$ cat src/rtl/alu_pkg.sv
// Shared ALU constants: datapath width and ISA funct3 function codes.
package alu_pkg;
  localparam int DATA_W = 32;

  localparam logic [2:0] ADD_SUB = 3'b000;
  localparam logic [2:0] SLL     = 3'b001;
  localparam logic [2:0] SLT     = 3'b010;
  localparam logic [2:0] SLTU    = 3'b011;
  localparam logic [2:0] XOR     = 3'b100;
  localparam logic [2:0] SRL_SRA = 3'b101;
  localparam logic [2:0] OR      = 3'b110;
  localparam logic [2:0] AND     = 3'b111;
endpackage

$ cat src/rtl/alu.sv
// Combinational integer ALU, funct3 select; func_sel picks SUB/SRA for ADD_SUB/SRL_SRA.
// Zero latency, no flow control.
module alu
  import alu_pkg::*;
(
  input  logic [DATA_W-1:0] i_in1,
  input  logic [DATA_W-1:0] i_in2,
  input  logic [2:0]        i_func,
  input  logic              i_func_sel,
  output logic [DATA_W-1:0] o_result
);
  logic [4:0] w_shamt;

  assign w_shamt = i_in2[4:0];

  always_comb begin
    o_result = '0;
    case (i_func)
      ADD_SUB: o_result = i_func_sel ? (i_in1 - i_in2) : (i_in1 + i_in2);
      SLL:     o_result = i_in1 << w_shamt;
      SLT:     o_result = {{(DATA_W-1){1'b0}}, ($signed(i_in1) < $signed(i_in2))};
      SLTU:    o_result = {{(DATA_W-1){1'b0}}, (i_in1 < i_in2)};
      XOR:     o_result = i_in1 ^ i_in2;
      SRL_SRA: o_result = i_func_sel ? DATA_W'($signed(i_in1) >>> w_shamt) : (i_in1 >> w_shamt);
      OR:      o_result = i_in1 | i_in2;
      AND:     o_result = i_in1 & i_in2;
      default: o_result = '0;
    endcase
  end
endmodule

$ cat src/rtl/alu_arbiter.sv
// Two requesters share one ALU; 1-cycle latency into per-port response slots, a held slot blocks only its own port.
// Round-robin on conflict; define ALU_ARB_FIXED_PRIO_EN to make port 0 always win.
module alu_arbiter
  import alu_pkg::*;
#(
  parameter int TAG_W = 4
) (
  input  logic              clk,
  input  logic              reset,
  input  logic              req0_valid,
  output logic              req0_ready,
  input  logic [DATA_W-1:0] req0_in1,
  input  logic [DATA_W-1:0] req0_in2,
  input  logic [2:0]        req0_func,
  input  logic              req0_func_sel,
  input  logic [TAG_W-1:0]  req0_tag,
  input  logic              req1_valid,
  output logic              req1_ready,
  input  logic [DATA_W-1:0] req1_in1,
  input  logic [DATA_W-1:0] req1_in2,
  input  logic [2:0]        req1_func,
  input  logic              req1_func_sel,
  input  logic [TAG_W-1:0]  req1_tag,
  output logic              resp0_valid,
  input  logic              resp0_ready,
  output logic [DATA_W-1:0] resp0_data,
  output logic [TAG_W-1:0]  resp0_tag,
  output logic              resp1_valid,
  input  logic              resp1_ready,
  output logic [DATA_W-1:0] resp1_data,
  output logic [TAG_W-1:0]  resp1_tag
);
  logic              r_last_grant;
  logic              r_resp0_valid;
  logic [DATA_W-1:0] r_resp0_data;
  logic [TAG_W-1:0]  r_resp0_tag;
  logic              r_resp1_valid;
  logic [DATA_W-1:0] r_resp1_data;
  logic [TAG_W-1:0]  r_resp1_tag;

  logic              w_elig0;
  logic              w_elig1;
  logic              w_prefer1;
  logic              w_grant0;
  logic              w_grant1;
  logic [DATA_W-1:0] w_alu_in1;
  logic [DATA_W-1:0] w_alu_in2;
  logic [2:0]        w_alu_func;
  logic              w_alu_sel;
  logic [DATA_W-1:0] w_alu_res;

  // A slot being drained this cycle can be refilled in the same cycle.
  assign w_elig0 = req0_valid && (!r_resp0_valid || resp0_ready);
  assign w_elig1 = req1_valid && (!r_resp1_valid || resp1_ready);

`ifdef ALU_ARB_FIXED_PRIO_EN
  assign w_prefer1 = 1'b0;
`else
  assign w_prefer1 = (r_last_grant == 1'b0);
`endif

  assign w_grant0   = !reset && w_elig0 && !(w_elig1 && w_prefer1);
  assign w_grant1   = !reset && w_elig1 && !w_grant0;
  assign req0_ready = w_grant0;
  assign req1_ready = w_grant1;

  assign w_alu_in1  = w_grant1 ? req1_in1      : req0_in1;
  assign w_alu_in2  = w_grant1 ? req1_in2      : req0_in2;
  assign w_alu_func = w_grant1 ? req1_func     : req0_func;
  assign w_alu_sel  = w_grant1 ? req1_func_sel : req0_func_sel;

  alu u_alu (
    .i_in1      (w_alu_in1),
    .i_in2      (w_alu_in2),
    .i_func     (w_alu_func),
    .i_func_sel (w_alu_sel),
    .o_result   (w_alu_res)
  );

  always_ff @(posedge clk or posedge reset) begin
    if (reset) begin
      r_last_grant  <= 1'b1;
      r_resp0_valid <= 1'b0;
      r_resp0_data  <= '0;
      r_resp0_tag   <= '0;
      r_resp1_valid <= 1'b0;
      r_resp1_data  <= '0;
      r_resp1_tag   <= '0;
    end else begin
      if (w_grant0) begin
        r_resp0_valid <= 1'b1;
        r_resp0_data  <= w_alu_res;
        r_resp0_tag   <= req0_tag;
      end else if (resp0_ready) begin
        r_resp0_valid <= 1'b0;
      end
      if (w_grant1) begin
        r_resp1_valid <= 1'b1;
        r_resp1_data  <= w_alu_res;
        r_resp1_tag   <= req1_tag;
      end else if (resp1_ready) begin
        r_resp1_valid <= 1'b0;
      end
`ifndef ALU_ARB_FIXED_PRIO_EN
      if (w_grant0) begin
        r_last_grant <= 1'b0;
      end else if (w_grant1) begin
        r_last_grant <= 1'b1;
      end
`endif
    end
  end

  assign resp0_valid = r_resp0_valid;
  assign resp0_data  = r_resp0_data;
  assign resp0_tag   = r_resp0_tag;
  assign resp1_valid = r_resp1_valid;
  assign resp1_data  = r_resp1_data;
  assign resp1_tag   = r_resp1_tag;
endmodule

$ cat config.mk
export PLATFORM = sky130hd
export DESIGN_NAME = alu_arbiter
export DESIGN_NICKNAME = d
export VERILOG_FILES = /design/src/rtl/alu_pkg.sv /design/src/rtl/alu.sv /design/src/rtl/alu_arbiter.sv
export SDC_FILE = /design/constraint.sdc
export NUM_CORES = 1
export LEC_CHECK = 0
export ABC_AREA = 1
export CORE_MARGIN = 1.5
export CORE_UTILIZATION = 35
export DETAILED_ROUTE_END_ITERATION = 12
export PLACE_DENSITY_LB_ADDON = 0.1
export SLEW_MARGIN = 20
export SYNTH_ARGS = -nofsm -noshare
export SYNTH_HDL_FRONTEND = slang
export SYNTH_SLANG_ARGS = --single-unit
$ cat constraint.sdc
create_clock -name clk -period 5.8 [get_ports clk]
set_input_delay 1.16 -clock clk [delete_from_list [all_inputs] [get_ports clk]]
set_output_delay 1.16 -clock clk [all_outputs]
set_load 0.005 [all_outputs]
Word level (Yosys, flattened, before mapping):

Index checks and enable logic that the tools add are counted.

* bitwise logic cells: 4
* divide/modulo/power cells: 0
* shifts and indexed selects: 3
* multipliers: 0
* $lt $le $gt $ge: 2
* reductions and logical operators: 18
* add/subtract/negate cells: 2
* multiplexer cells: 13
* equal/unequal tests: 7

Operators with widths (number)
* $pmux 32 s8: 1
* $mux 32: 4
* $lt 32x32->1: 2
* $add 32x32->32: 1
* $and 32x32->32: 1
* $or 32x32->32: 1
* $shl 32x5->32: 1
* $shr 32x5->32: 1
* $sshr 32x5->32: 1
* $sub 32x32->32: 1
* $xor 32x32->32: 1
* $eq 3x3->1 const B: 4
* $logic_and 1x1->1: 7
* $mux 1: 7
* $eq 3x2->1 const B: 2
* $reduce_bool 2->1: 3
* $logic_not 1->1: 5
* $eq 3x1->1 const B: 1
* $logic_not 3->1: 1
* $mux 3: 1
* $logic_or 1x1->1: 2
* $not 1->1: 1

* memory bits (writable): 0
* bits of input ports: 150
* logic and storage cells: 56
* output and inout bits: 76
* latch bits: 0
* memories: 0
* bits in registers: 75
* ROM bits: 0

Longest topological paths before layout:

Gate-level depths: netlist of run 1.

* word-level depth: 12
* depth in mapped cells: 30
* mapped depth without buffers: 27

Cells and area by module:

A second synthesis of run 1 with hierarchy kept.

* cell total of the unflattened synthesis: 2571
* area total of the unflattened synthesis: 13601.8 sq um

Modules (own cells, without submodules)
* alu: times used 1, area an instance 9705.6 sq um, seq. area each 0.0 sq um, cells each 2017
* alu_arbiter: times used 1, area an instance 3896.2 sq um, seq. area each 1878.1 sq um, cells each 554

Least setup slack after synthesis of run 1:

Ideal clock, no wire load.

* path kind: input-to-reg
* start point: input reset
* end point: register r_resp1_data[0] (netlist: resp1_data[0])
* path buffers: 5
* library setup time: 0.117 ns
* required time: 5.683 ns
* stages on the path: 24
* data arrival time: 5.161 ns
* path slack: 0.521 ns
* cells stage by stage: inv_2 > nand2_2 > nor2_4 > nand2_4 > nand2_8 > buf_6 > buf_6 > clkbuf_1 > clkbuf_1 > nand2_1 > o21ai_0 > ha_1 > clkbuf_1 > o21ai_0 > a21oi_1 > o21ai_0 > a21o_1 > nand3_1 > a21oi_1 > nor2_1 > nor2_1 > nand3_1 > nand2_1 > nand2_1

* longest elaborated chain between the ends: 9
* elaborated cells between the ends (all ways): 31
* classes of those cells: add/sub: 2; order compare: 2; eq/ne: 7; shift: 3; mux: 7; bitwise: 3; reduce/logical: 7

Ends and longest elaborated chain
* start, declared: line alu_arbiter.sv:9 `input logic reset,`
* $logic_not 1->1 (no line) *
* $logic_and 1x1->1 (2 in a row): line alu_arbiter.sv:62 `assign w_grant0 = !reset && w_elig0 && !(w_elig1 && w_prefer1);`
* $logic_not 1->1: line alu_arbiter.sv:63 `assign w_grant1 = !reset && w_elig1 && !w_grant0;`
* $logic_and 1x1->1 *: line alu_arbiter.sv:63
* $mux 32 (on tied branches): line alu_arbiter.sv:67, alu_arbiter.sv:68
* $add 32x32->32, or another cell as far along: line alu.sv:19 `ADD_SUB: o_result = i_func_sel ? (i_in1 - i_in2) : (i_in1 + i_in2);`
* $mux 32 (on tied branches): line alu.sv:19, alu.sv:24
* $pmux 32 s8: line alu.sv:18 `case (i_func)`
* end signal, assigned: line alu_arbiter.sv:99 `r_resp1_data <= w_alu_res;`
* end, declared: line alu_arbiter.sv:38 `logic [DATA_W-1:0] r_resp1_data;`

Mark *: on every way between the ends. The rest lies on a longest branch, timed or not.
A chain may end at the register's enable or synchronous reset.

Worst setup path after layout of run 1:

* start point: input resp1_ready
* end point: register r_resp0_data[19] (netlist: resp0_data[19])

* longest elaborated chain between the ends: 11
* elaborated cells between the ends (all ways): 31
* classes of those cells: add/sub: 2; eq/ne: 7; shift: 3; mux: 7; bitwise: 3; reduce/logical: 9

Ends and longest elaborated chain
* start, declared: line alu_arbiter.sv:29 `input logic resp1_ready,`
* $logic_or 1x1->1 *: line alu_arbiter.sv:54 `assign w_elig1 = req1_valid && (!r_resp1_valid || resp1_ready);`
* $logic_and 1x1->1 *: line alu_arbiter.sv:54
* $logic_and 1x1->1: line alu_arbiter.sv:62
* $logic_not 1->1: line alu_arbiter.sv:62
* $logic_and 1x1->1: line alu_arbiter.sv:62
* $logic_not 1->1: line alu_arbiter.sv:63
* $logic_and 1x1->1: line alu_arbiter.sv:63
* $mux 32 (on tied branches): line alu_arbiter.sv:67, alu_arbiter.sv:68
* $add 32x32->32, or another cell as far along: line alu.sv:19
* $mux 32 (on tied branches): line alu.sv:19, alu.sv:24
* $pmux 32 s8: line alu.sv:18
* end signal, assigned: line alu_arbiter.sv:92 `r_resp0_data <= w_alu_res;`
* end, declared: line alu_arbiter.sv:35 `logic [DATA_W-1:0] r_resp0_data;`

Marks and branches as above.

==> flow_summary.yaml, run 1 <==
yosys:
  synth_xor_xnor_area_share_pct: 1.54
  main_combinational_cell_family_by_area_after_synthesis: "simple AND/OR/NAND/NOR gates"
  synthDominantCellAreaShare_pct: 25.1
  yosysWarningCount: 0
  syn-instance-count: 2384
  syn-mean-instance-area_sq_um: 5.50
  synth_compound_area_share_pct: 13.1
  ys.flop_type: "sky130_fd_sc_hd__dfrtp_1"
  netlist_top_cells_area: "sky130_fd_sc_hd__nand2_1, sky130_fd_sc_hd__nand3_1, sky130_fd_sc_hd__dfrtp_1, sky130_fd_sc_hd__ha_1, sky130_fd_sc_hd__inv_1"
  post_synth_fa_ha_maj_area_fraction_pct: 9.57
  ff_latch_count_synth: 75
  async_s_r_ff_share_synth_pct: 100
  syn_area_sq_um: 13100
  synth_enable_flop_cells: 0
  synth_seq_area_share_pct: 14.3
  yosys.area_share.simple_pct: 48.8
  synth.area.mux_share_pct: 0
  syn-num-nets: 2633
  synthDistinctLibCells: 51
  yosys.area.top_type: "sky130_fd_sc_hd__nand2_1"
sta:
  fin_worst_skew_ns: 0.0110
  slew_headroom_pct: 30.7
  setup_viol_count_final: 0
  fin_crit_ns: 5.53
  final.period_utilization_pct: 95.4
  timing_hold_violations_final: 0
  max_slew.worst_pin.slew_ns: 1.04
  finalMaxSlewViolations: 0
  smallest_setup_slack_after_layout_ns: 0.267
  max_clock_freq_ghz: 0.181
  rsz0062_at_grt: "false"
clock_tree:
  cts_root_buffer: "sky130_fd_sc_hd__clkbuf_16"
  later_pin_clock_latency_in_the_skew_report_ns: 0.34
  clock-sinks: 75
  cts_inserted_buffers: 9
  post_cts_setup_buffers: 0
  path_clk_slew_ns: 0.07
  cts_tree: "built"
  cts_htree_levels: 3
  holdBufCountCts: 0
  ctsResizeCount: 0
  cts_max_path_buffers: 2
pwr:
  power.density_nw_per_um2: 251
  ir_drop_worst_case_vdd_mv: 0.134
  leakage_nw: 8.55
cells_and_area:
  register_area_sq_um: 1880
  post_layout_nonfiller_instances: 3058
  num-nets-final: 2833
  most-common-layout-cells: "sky130_fd_sc_hd__nand2_1, sky130_fd_sc_hd__nand3_1, sky130_fd_sc_hd__inv_1"
  final_core_util_pct: 44.5
  multi_input_comb_area_sq_um: 9590
  nFillCells: 4024
  mostFrequentLayoutCell: "sky130_fd_sc_hd__nand2_1"
  syn2layout_area_growth_pct: 24.8
  finish.instance_area_sq_um: 16300
  drive_above_1_share_pct: 6.22
global_routing:
  grt_use_met3_pct: 6.30
  globalRoute.busiestLayer: "met1"
  grt_util_met2_pct: 51.5
  grt_antenna_before_repair: 2
  grt-ovfl-total: 0
  groute.layer.met1.usage_pct: 52.7
  grt_pass1_vias: 16200
  largest_net_degree_at_the_start_of_global_routing: 76
  grt_use_total_pct: 36.4
  global_route_wire_length_before_repair_um: 104000
place:
  detailedPlace.worstSlack_ns: -0.0982
  dp_hpwl_um: 58800
  postPlaceCellArea_sq_um: 16000
  dp.cells: 3041
  routabilityCongestion: 1.07
  placement.io_buffers: 225
drt:
  vias_per_inst: 5.69
  wl_per_cell_um: 23.4
  drt_wl_total_um: 71500
  route.antenna.remaining_nets: 0
  drt_first_pass_iters: 10
  dr_total_vias: 17400
  drt_first_iter_violations: 2392
  remaining_drc_errors: 2
floorplanning:
  fp.dieH_um: 196
  ioPinCount: 226
  floorplan.initialDensity_pct: 35.7
  design.core.area_sq_um: 36700
  number_of_rows_created_at_floorplan: 70
  dieWidth_um: 196
  fp.dieArea_sq_um: 38600
setup_path:
  critical-path-slowest-cell: "sky130_fd_sc_hd__o21ai_0"
  worst_endpoint_required_time_ns: 6.09
  cp-end-kind: "flip-flop"
  crit_path_start_kind: "input port"
  critical_path.most_common_cell: "sky130_fd_sc_hd__nand2_1"
  critPathArrivalTime_ns: 5.82
  path_cells: "clkdlybuf4s50_1 -> inv_1 -> nand2_1 -> nand2_1 -> nor2_4 -> nand2_8 -> buf_4 -> o21ai_0 -> ha_1 -> inv_1 -> a21oi_1 -> o21ai_0 -> a21oi_1 -> nand2_1 -> a21boi_0 -> o21ai_0 -> xor2_1 -> nand2_1 -> nand3_1 -> nand2_1 -> nand2_1"
  critical_path.max_stage_delay_ns: 0.55
  timing.setup.critical_path_class: "input port to flip-flop"
  critPathMaxFanout: 18
run:
  cap_violations: 0
outcome:
  violations: "design-rule violations"
  result_of_the_run: "complete, but fails checks"
min_path:
  worst_hold_path_type: "flip-flop to flip-flop"
state kept, by name (all words and copies together) (netlist names):
| register | flops |
|---|---|
| resp1_tag | 4 |
| resp0_tag | 4 |
| resp0_valid | 1 |
| resp0_data | 32 |
| resp1_valid | 1 |
| r_last_grant | 1 |
| resp1_data | 32 |
metal layers:
| metal | part of all wire, % | wire (um) | up-vias |
|---|---|---|---|
| met5 | 0.015 | 11 | - |
| met1 | 44 | 31700 | 8075 |
| met2 | 39 | 28100 | 1111 |
| met3 | 11 | 7640 | 140 |
| li1 | - | - | 8071 |
| met4 | 5.6 | 3980 | 2 |
area by class of cell:
| cell class | instances | share of cell area (%) |
|---|---|---|
| multi-input cells | 1907 | 58.6 |
| inverters | 276 | 6.35 |
| diodes | 1 | 0.0153 |
| flip-flops and latches | 75 | 11.5 |
| repair buffers | 315 | 18.0 |
| clock inverters | 6 | 0.421 |
| clock buffers | 10 | 1.46 |
| well taps | 468 | 3.58 |
Yosys cell counts (4+ instances only):
cell and number:
sky130_fd_sc_hd__nand3_1 371, sky130_fd_sc_hd__clkbuf_1 46, sky130_fd_sc_hd__nor3_1 20, sky130_fd_sc_hd__o211ai_1 15, sky130_fd_sc_hd__xor2_1 23, sky130_fd_sc_hd__buf_4 8, sky130_fd_sc_hd__nor2_1 127, sky130_fd_sc_hd__a31oi_1 6
sky130_fd_sc_hd__nor4_1 4, sky130_fd_sc_hd__o21ai_1 13, sky130_fd_sc_hd__a21boi_0 4, sky130_fd_sc_hd__nand3_2 5, sky130_fd_sc_hd__dfrtp_1 74, sky130_fd_sc_hd__nand4_1 17, sky130_fd_sc_hd__o22ai_1 10, sky130_fd_sc_hd__o21bai_1 13
sky130_fd_sc_hd__or2_2 6, sky130_fd_sc_hd__ha_1 97, sky130_fd_sc_hd__nor2_2 4, sky130_fd_sc_hd__inv_1 261, sky130_fd_sc_hd__buf_6 6, sky130_fd_sc_hd__nand2_2 11, sky130_fd_sc_hd__a21oi_1 96, sky130_fd_sc_hd__o221ai_1 13
sky130_fd_sc_hd__a21o_1 7, sky130_fd_sc_hd__nand2_1 877, sky130_fd_sc_hd__inv_2 14, sky130_fd_sc_hd__buf_1 6, sky130_fd_sc_hd__buf_2 60, sky130_fd_sc_hd__o21ai_0 111, sky130_fd_sc_hd__nand3b_1 29
kinds of logic (layout without fill, tap and decap cells):
group | Yosys count | count (layout)
and+or+nand+nor | 1484 | 1484
buffers and inverters | 402 | 607
AOI/OAI and AO/OA | 301 | 301
adders and majority gates | 99 | 99
DFF | 75 | 75
xor gates and xnor gates | 23 | 23
other | 0 | 1
stage by stage:
stage	hold slack (ns)	TNS, ns	power [mW]
after floorplan	0.472	0	2.17
after global placement	0.463	-0.659	3.43
after detailed placement	0.466	-0.196	3.42
final	0.476	0	4.09
after CTS	0.483	0	4.02
after global routing	0.501	0	4.33
worst paths after layout:
check                               start              to  slack, ns  depth (start not counted)
max reg2reg                   resp1_valid  resp0_data[19]       1.17                         19
min                        resp0_data[20]  resp0_data[20]       0.48                          2
max in group asynchronous           reset  resp1_data[29]       3.60                          3
min reg2reg                resp0_data[20]  resp0_data[20]       0.48                          2
min in group asynchronous           reset    resp1_tag[1]       1.53                          3
max                           resp1_ready  resp0_data[19]       0.27                         21
report_power, final:
group,switching [mW],internal [mW]
registers,0.0970,0.674
clock network,0.235,0.349
logic,1.76,0.978
critical path, delay by kind of cell:
kind	cells	cell delay [ns]
xor+xnor	1	0.30
simple gates	9	1.12
compound gates	6	1.92
buf+inv	4	0.88
fa+ha+maj	1	0.39
No activity file was read; power rests on OpenSTA's default activity.
==> run 2: changes to the inputs <==
--- a/config.mk
+++ b/config.mk
@@ -6,6 +6,7 @@
 export NUM_CORES = 1
 export LEC_CHECK = 0
 export ABC_AREA = 1
+export CAP_MARGIN = 25
 export CORE_MARGIN = 1.5
 export CORE_UTILIZATION = 35
 export DETAILED_ROUTE_END_ITERATION = 12
==> constraint.sdc (replaced) <==
create_clock -name clk -period 6.2 [get_ports clk]
set_input_delay 1.24 -clock clk [delete_from_list [all_inputs] [get_ports clk]]
set_output_delay 1.24 -clock clk [all_outputs]
set_load 0.005 [all_outputs]
==> run 2 against run 1 <==
  * The flow now finishes without violations
  * Worst setup slack lost 0.0099 ns
  * Die area is the same
  * Count of clock-buffer cells in the layout is the same
  * Utilization shrank 0.87 points
  * Clock skew shrank 0.0014 ns
  * Final cell count shrank 1.4%
  * Wire length shrank 2.4%
  * Clock power shrank 6.2%
  * Non-clock buffer count shrank 43
  * Total power shrank 9.2%
  * Sequential share of layout area grew 0.23 points
  * Critical path type unchanged
==> flow_summary.yaml, run 2 (synthesis gave the netlist of run 1 again) <==
pwr:
  seq_power_share_pct: 19.2
  power.share.combinational_pct: 66.1
  p_sw_mw: 1.89
  p_total_mw: 3.72
  power.internal_mw: 1.83
  ir_drop_worst_case_vdd_mv: 0.143
  switching_share_pct: 50.9
  leakage_nw: 8.34
  power.density_nw_per_um2: 232
  p_clk_share_pct: 14.7
floorplanning:
  fp.dieH_um: 196
  number_of_rows_created_at_floorplan: 70
  ioPinCount: 226
  fp.dieArea_sq_um: 38600
  floorplan.initialDensity_pct: 35.7
  dieWidth_um: 196
  design.core.area_sq_um: 36700
sta:
  fin_crit_ns: 5.94
  slew_headroom_pct: 36.9
  whs_ns: 0.478
  max_clock_freq_ghz: 0.168
  timing_hold_violations_final: 0
  final.period_utilization_pct: 95.9
  setup_viol_count_final: 0
  finalMaxSlewViolations: 0
  max_slew.worst_pin.slew_ns: 0.943
  fin_worst_skew_ns: 0.00958
  timing.setup.tns_ns: 0
  rsz0062_at_grt: "false"
setup_path:
  timing.setup.critical_path_class: "input port to flip-flop"
  setup.reg_to_reg.worst_slack_ns: 1.27
  worstSetupStartpoint: "reset"
  critPathArrivalTime_ns: 6.18
  critPathMaxFanout: 69
  crit_path_start_kind: "input port"
  worst_endpoint_required_time_ns: 6.44
  worst_r2r_startpoint: "resp1_valid"
  cp-end-kind: "flip-flop"
global_routing:
  grt_use_total_pct: 35.5
  global_route_wire_length_before_repair_um: 102000
  largest_net_degree_at_the_start_of_global_routing: 73
  grt_use_met3_pct: 9.34
  groute.layer.met1.usage_pct: 50.0
  grt-ovfl-total: 0
  grt_antenna_before_repair: 0
  grt_util_met2_pct: 51.0
  grt_pass1_vias: 16000
  globalRoute.busiestLayer: "met2"
place:
  dp_hpwl_um: 56500
  routabilityCongestion: 1.05
  dp.cells: 2998
  postPlaceCellArea_sq_um: 15700
  placement.io_buffers: 225
cells_and_area:
  mostFrequentLayoutCell: "sky130_fd_sc_hd__nand2_1"
  drive_above_1_share_pct: 4.63
  nFillCells: 4135
  finish.instance_area_sq_um: 16000
  post_layout_nonfiller_instances: 3014
  most-common-layout-cells: "sky130_fd_sc_hd__nand2_1, sky130_fd_sc_hd__nand3_1, sky130_fd_sc_hd__inv_1"
  num-nets-final: 2790
  insertedDiodeCount: 0
  syn2layout_area_growth_pct: 22.3
clock_tree:
  cts_tree: "built"
  cts_inserted_buffers: 9
  ctsResizeCount: 0
  holdBufCountCts: 0
  path_clk_slew_ns: 0.07
  post_cts_setup_buffers: 0
  cts_htree_levels: 3
  cts_max_path_buffers: 2
  clock-sinks: 75
  cts_root_buffer: "sky130_fd_sc_hd__clkbuf_16"
  later_pin_clock_latency_in_the_skew_report_ns: 0.34
drt:
  drt_first_pass_iters: 7
  vias_per_inst: 5.66
  remaining_drc_errors: 0
  wl_per_cell_um: 23.2
  drt_first_iter_violations: 2087
  route.antenna.remaining_nets: 0
  dr_total_vias: 17100
  drt_wl_total_um: 69800
run:
  cap_violations: 0
min_path:
  worst_hold_path_type: "flip-flop to flip-flop"
  holdCritStartpoint: "resp0_data[27]"
outcome:
  result_of_the_run: "finished, final reports clean"
run 2: cell types whose count changed in the layout (fill, tap and decap cells not counted), sizes merged:
cell / previous run / this run
clkinvlp: 1 / 2
inv: 277 / 276
buf: 90 / 47
diode: 1 / 0
run 2: power by group through the flow:
stage	clock [mW]	sequential (mW)	combinational (mW)
6_report	0.548	0.715	2.46
5_1_grt	0.573	0.734	2.64
4_1_cts	0.554	0.715	2.40
3_5_place_dp	0	0.722	2.39
3_3_place_gp	0	0.724	2.40
2_1_floorplan	0	0.722	1.31
run 2: final timing paths:
kind | endpoint | depth (start not counted)
worst max register to register | resp0_data[16] | 22
worst max-delay path | resp0_data[16] | 24
min in group asynchronous | resp0_valid | 2
worst min-delay path | resp0_data[27] | 2
worst min register to register | resp0_data[27] | 2
max in group asynchronous | resp1_data[26] | 3
run 2: metal layers:
layer  share of wire (%)  up-vias
met3                  12      117
met5                   0        -
met4                 4.6        0
met1                  44     7974
li1                    -     8004
met2                  40      967
run 2: through the flow:
step | utilization, % | worst slack [ns]
6_report | 43.7 | 0.257
5_1_grt | 43.7 | 0.0542
3_5_place_dp | 42.8 | 0.164
3_3_place_gp | 42.8 | 0.210
2_1_floorplan | - | 0.841
4_1_cts | 43.7 | 0.505
run 2: area by class of cell:
cell class / instances / area, sq um / area share, %
multi-input combinational: 1907 / 9590 / 59.8
timing repair buffer: 272 / 2630 / 16.4
sequential: 75 / 1880 / 11.7
inverter: 276 / 1040 / 6.47
tap: 468 / 586 / 3.65
clock buffer: 10 / 239 / 1.49
clock inverter: 6 / 71.3 / 0.445
run 2: worst max-delay path, cell delays in order:
cell	delay [ns]
sky130_fd_sc_hd__clkdlybuf4s50_1	0.55
sky130_fd_sc_hd__clkinv_2	0.14
sky130_fd_sc_hd__nand2_2	0.10
sky130_fd_sc_hd__nor2_4	0.05
sky130_fd_sc_hd__nand2_4	0.10
sky130_fd_sc_hd__nand2_8	0.10
sky130_fd_sc_hd__buf_12	0.22
sky130_fd_sc_hd__o21ai_1	0.32
sky130_fd_sc_hd__inv_1	0.12
sky130_fd_sc_hd__ha_1	0.28
sky130_fd_sc_hd__inv_1	0.16
sky130_fd_sc_hd__fa_1	0.19
sky130_fd_sc_hd__inv_1	0.05
sky130_fd_sc_hd__nand3_1	0.07
sky130_fd_sc_hd__nand2_1	0.09
sky130_fd_sc_hd__a21oi_1	0.55
sky130_fd_sc_hd__o21ai_1	0.27
sky130_fd_sc_hd__a21o_1	0.23
sky130_fd_sc_hd__o21ai_0	0.53
sky130_fd_sc_hd__xor2_1	0.19
sky130_fd_sc_hd__nand2_1	0.10
sky130_fd_sc_hd__nand4_1	0.28
sky130_fd_sc_hd__nand2_1	0.15
sky130_fd_sc_hd__nand2_1	0.06
==> run 3: changes to the inputs <==
--- a/config.mk
+++ b/config.mk
@@ -11,6 +11,7 @@
 export CORE_UTILIZATION = 35
 export DETAILED_ROUTE_END_ITERATION = 12
 export PLACE_DENSITY_LB_ADDON = 0.1
+export SETUP_SLACK_MARGIN = 0.3
 export SLEW_MARGIN = 20
 export SYNTH_ARGS = -nofsm -noshare
 export SYNTH_HDL_FRONTEND = slang
==> run 3 against run 2 <==
  * Wire length up 0.11%
  * Non-clock buffer count is the same
  * Final cell count is the same
  * Sequential share of layout area about the same
  * Sequential power is essentially flat
  * Worst setup slack better by 0.30 ns
  * Critical path depth is 2 lower
  * Largest power group unchanged
  * Global-route usage unchanged
==> flow_summary.yaml, run 3 (synthesis gave the netlist of run 1 again) <==
sta:
  timing_hold_violations_final: 0
  rsz0062_at_grt: "false"
  setup_viol_count_final: 0
  fin_crit_ns: 5.65
  fin_worst_skew_ns: 0.00970
  final.period_utilization_pct: 91.1
  finalMaxSlewViolations: 0
  max_clock_freq_ghz: 0.177
  whs_ns: 0.478
  timing.setup.tns_ns: 0
  slew_headroom_pct: 31.8
  max_slew.worst_pin.slew_ns: 1.02
floorplanning:
  dieWidth_um: 196
  floorplan.initialDensity_pct: 35.7
  ioPinCount: 226
  design.core.area_sq_um: 36700
  number_of_rows_created_at_floorplan: 70
  fp.dieH_um: 196
  fp.dieArea_sq_um: 38600
clock_tree:
  cts_root_buffer: "sky130_fd_sc_hd__clkbuf_16"
  cts_inserted_buffers: 9
  clock-sinks: 75
  ctsResizeCount: 0
  cts_max_path_buffers: 2
  holdBufCountCts: 0
  path_clk_slew_ns: 0.06
  post_cts_setup_buffers: 0
  cts_htree_levels: 3
  later_pin_clock_latency_in_the_skew_report_ns: 0.34
  cts_tree: "built"
cells_and_area:
  num-nets-final: 2790
  most-common-layout-cells: "sky130_fd_sc_hd__nand2_1, sky130_fd_sc_hd__nand3_1, sky130_fd_sc_hd__inv_1"
  syn2layout_area_growth_pct: 22.4
  mostFrequentLayoutCell: "sky130_fd_sc_hd__nand2_1"
  register_area_sq_um: 1880
  multi_input_comb_area_sq_um: 9590
  nFillCells: 4135
  drive_above_1_share_pct: 4.67
  insertedDiodeCount: 0
place:
  dp_hpwl_um: 56500
  routabilityCongestion: 1.05
  placement.io_buffers: 225
drt:
  highest_routed_layer: "met4"
  drt_wl_total_um: 69900
  vias_per_inst: 5.66
  wl_per_cell_um: 23.2
  route.antenna.remaining_nets: 0
  drt_first_pass_iters: 6
  dr_total_vias: 17100
  met2WireLength_um: 27900
  detailroute.wirelength.met3_um: 8200
  wirelength_met1_um: 30600
  remaining_drc_errors: 0
  drt_first_iter_violations: 2107
setup_path:
  critical-path-slowest-cell: "sky130_fd_sc_hd__clkdlybuf4s50_1"
  critical_path.max_stage_delay_ns: 0.55
  path_cells: "clkdlybuf4s50_1 -> clkinv_2 -> nand2_2 -> nor2_4 -> nand2_4 -> buf_4 -> nand3b_1 -> nand2_1 -> ha_1 -> inv_1 -> nand2_1 -> nor2_1 -> nand4_1 -> o21ai_0 -> nand2_1 -> o21bai_1 -> o21ai_0 -> nand2_1 -> nand3_1 -> nand3_1 -> nand2_1 -> nand2_1"
  critPathBufInv: 4
  critical_path.most_common_cell: "sky130_fd_sc_hd__nand2_1"
  largest_delay_contributor_family_on_the_critical_path: "simple AND/OR/NAND/NOR gates"
  critPathMaxFanout: 33
  cp-end-kind: "flip-flop"
  crit_path_start_kind: "input port"
  timing.setup.critical_path_class: "input port to flip-flop"
  critPathArrivalTime_ns: 5.93
  worst_endpoint_required_time_ns: 6.48
pwr:
  leakage_nw: 8.34
  ir_drop_worst_case_vdd_mv: 0.143
  power.density_nw_per_um2: 232
  p_total_mw: 3.72
global_routing:
  global_route_wire_length_before_repair_um: 102000
  grt_pass1_vias: 16000
  largest_net_degree_at_the_start_of_global_routing: 73
  grt_antenna_before_repair: 0
  grt_use_total_pct: 35.5
  grt-ovfl-total: 0
outcome:
  result_of_the_run: "finished, final reports clean"
run:
  cap_violations: 0
min_path:
  worst_hold_path_type: "flip-flop to flip-flop"
## run 3: cell counts in the layout (fill, tap and decap cells not counted)
Identical to the previous run, type by type.
## run 3: report_power, final
part           leakage (nW)  internal, mW  switching (mW)  total [mW]
clock                 0.146         0.326           0.221       0.547
sequential            0.963         0.631          0.0838       0.714
combinational          7.23         0.869            1.59        2.46
total                  8.34          1.83            1.89        3.72
## run 3: final cells by class
| class | count | area share [%] |
|---|---|---|
| clock inverter | 6 | 0.445 |
| timing repair buffer | 272 | 16.4 |
| multi-input combinational | 1907 | 59.8 |
| tap | 468 | 3.65 |
| sequential | 75 | 11.7 |
| inverter | 276 | 6.47 |
| clock buffer | 10 | 1.49 |
## run 3: final timing paths
kind                                 from  depth (start not counted)              to  slack, ns
hold / removal             resp0_data[27]                          2  resp0_data[27]       0.48
setup reg to reg              resp1_valid                         22  resp0_data[17]       1.60
setup / recovery                    reset                         22  resp1_data[22]       0.55
min in group asynchronous           reset                          2     resp0_valid       1.17
max in group asynchronous           reset                          3  resp1_data[26]       3.93
hold reg to reg            resp0_data[27]                          2  resp0_data[27]       0.48
## run 3: tightest hold or removal path: stages, from the launching register on
cell                      delay [ns]
sky130_fd_sc_hd__dfrtp_1        0.34
sky130_fd_sc_hd__nand2_1        0.05
sky130_fd_sc_hd__nand2_1        0.05
## run 3: routing by layer
metal  track usage (%)  up-vias
li1                  -     8001
met5                 0        -
met2              51.0      980
met4              14.2        0
met3              9.34      119
met1              50.0     7956
## run 3: through the flow
step	setup slack (ns)	cells	cell area (sq um)	util, %
after floorplan	0.841	2384	13100	-
final	0.553	3014	16000	43.7
after CTS	0.505	3014	16000	43.7
after global routing	0.355	3014	16000	43.7
after global placement	0.210	2998	15700	42.8
after detailed placement	0.164	2998	15700	42.8
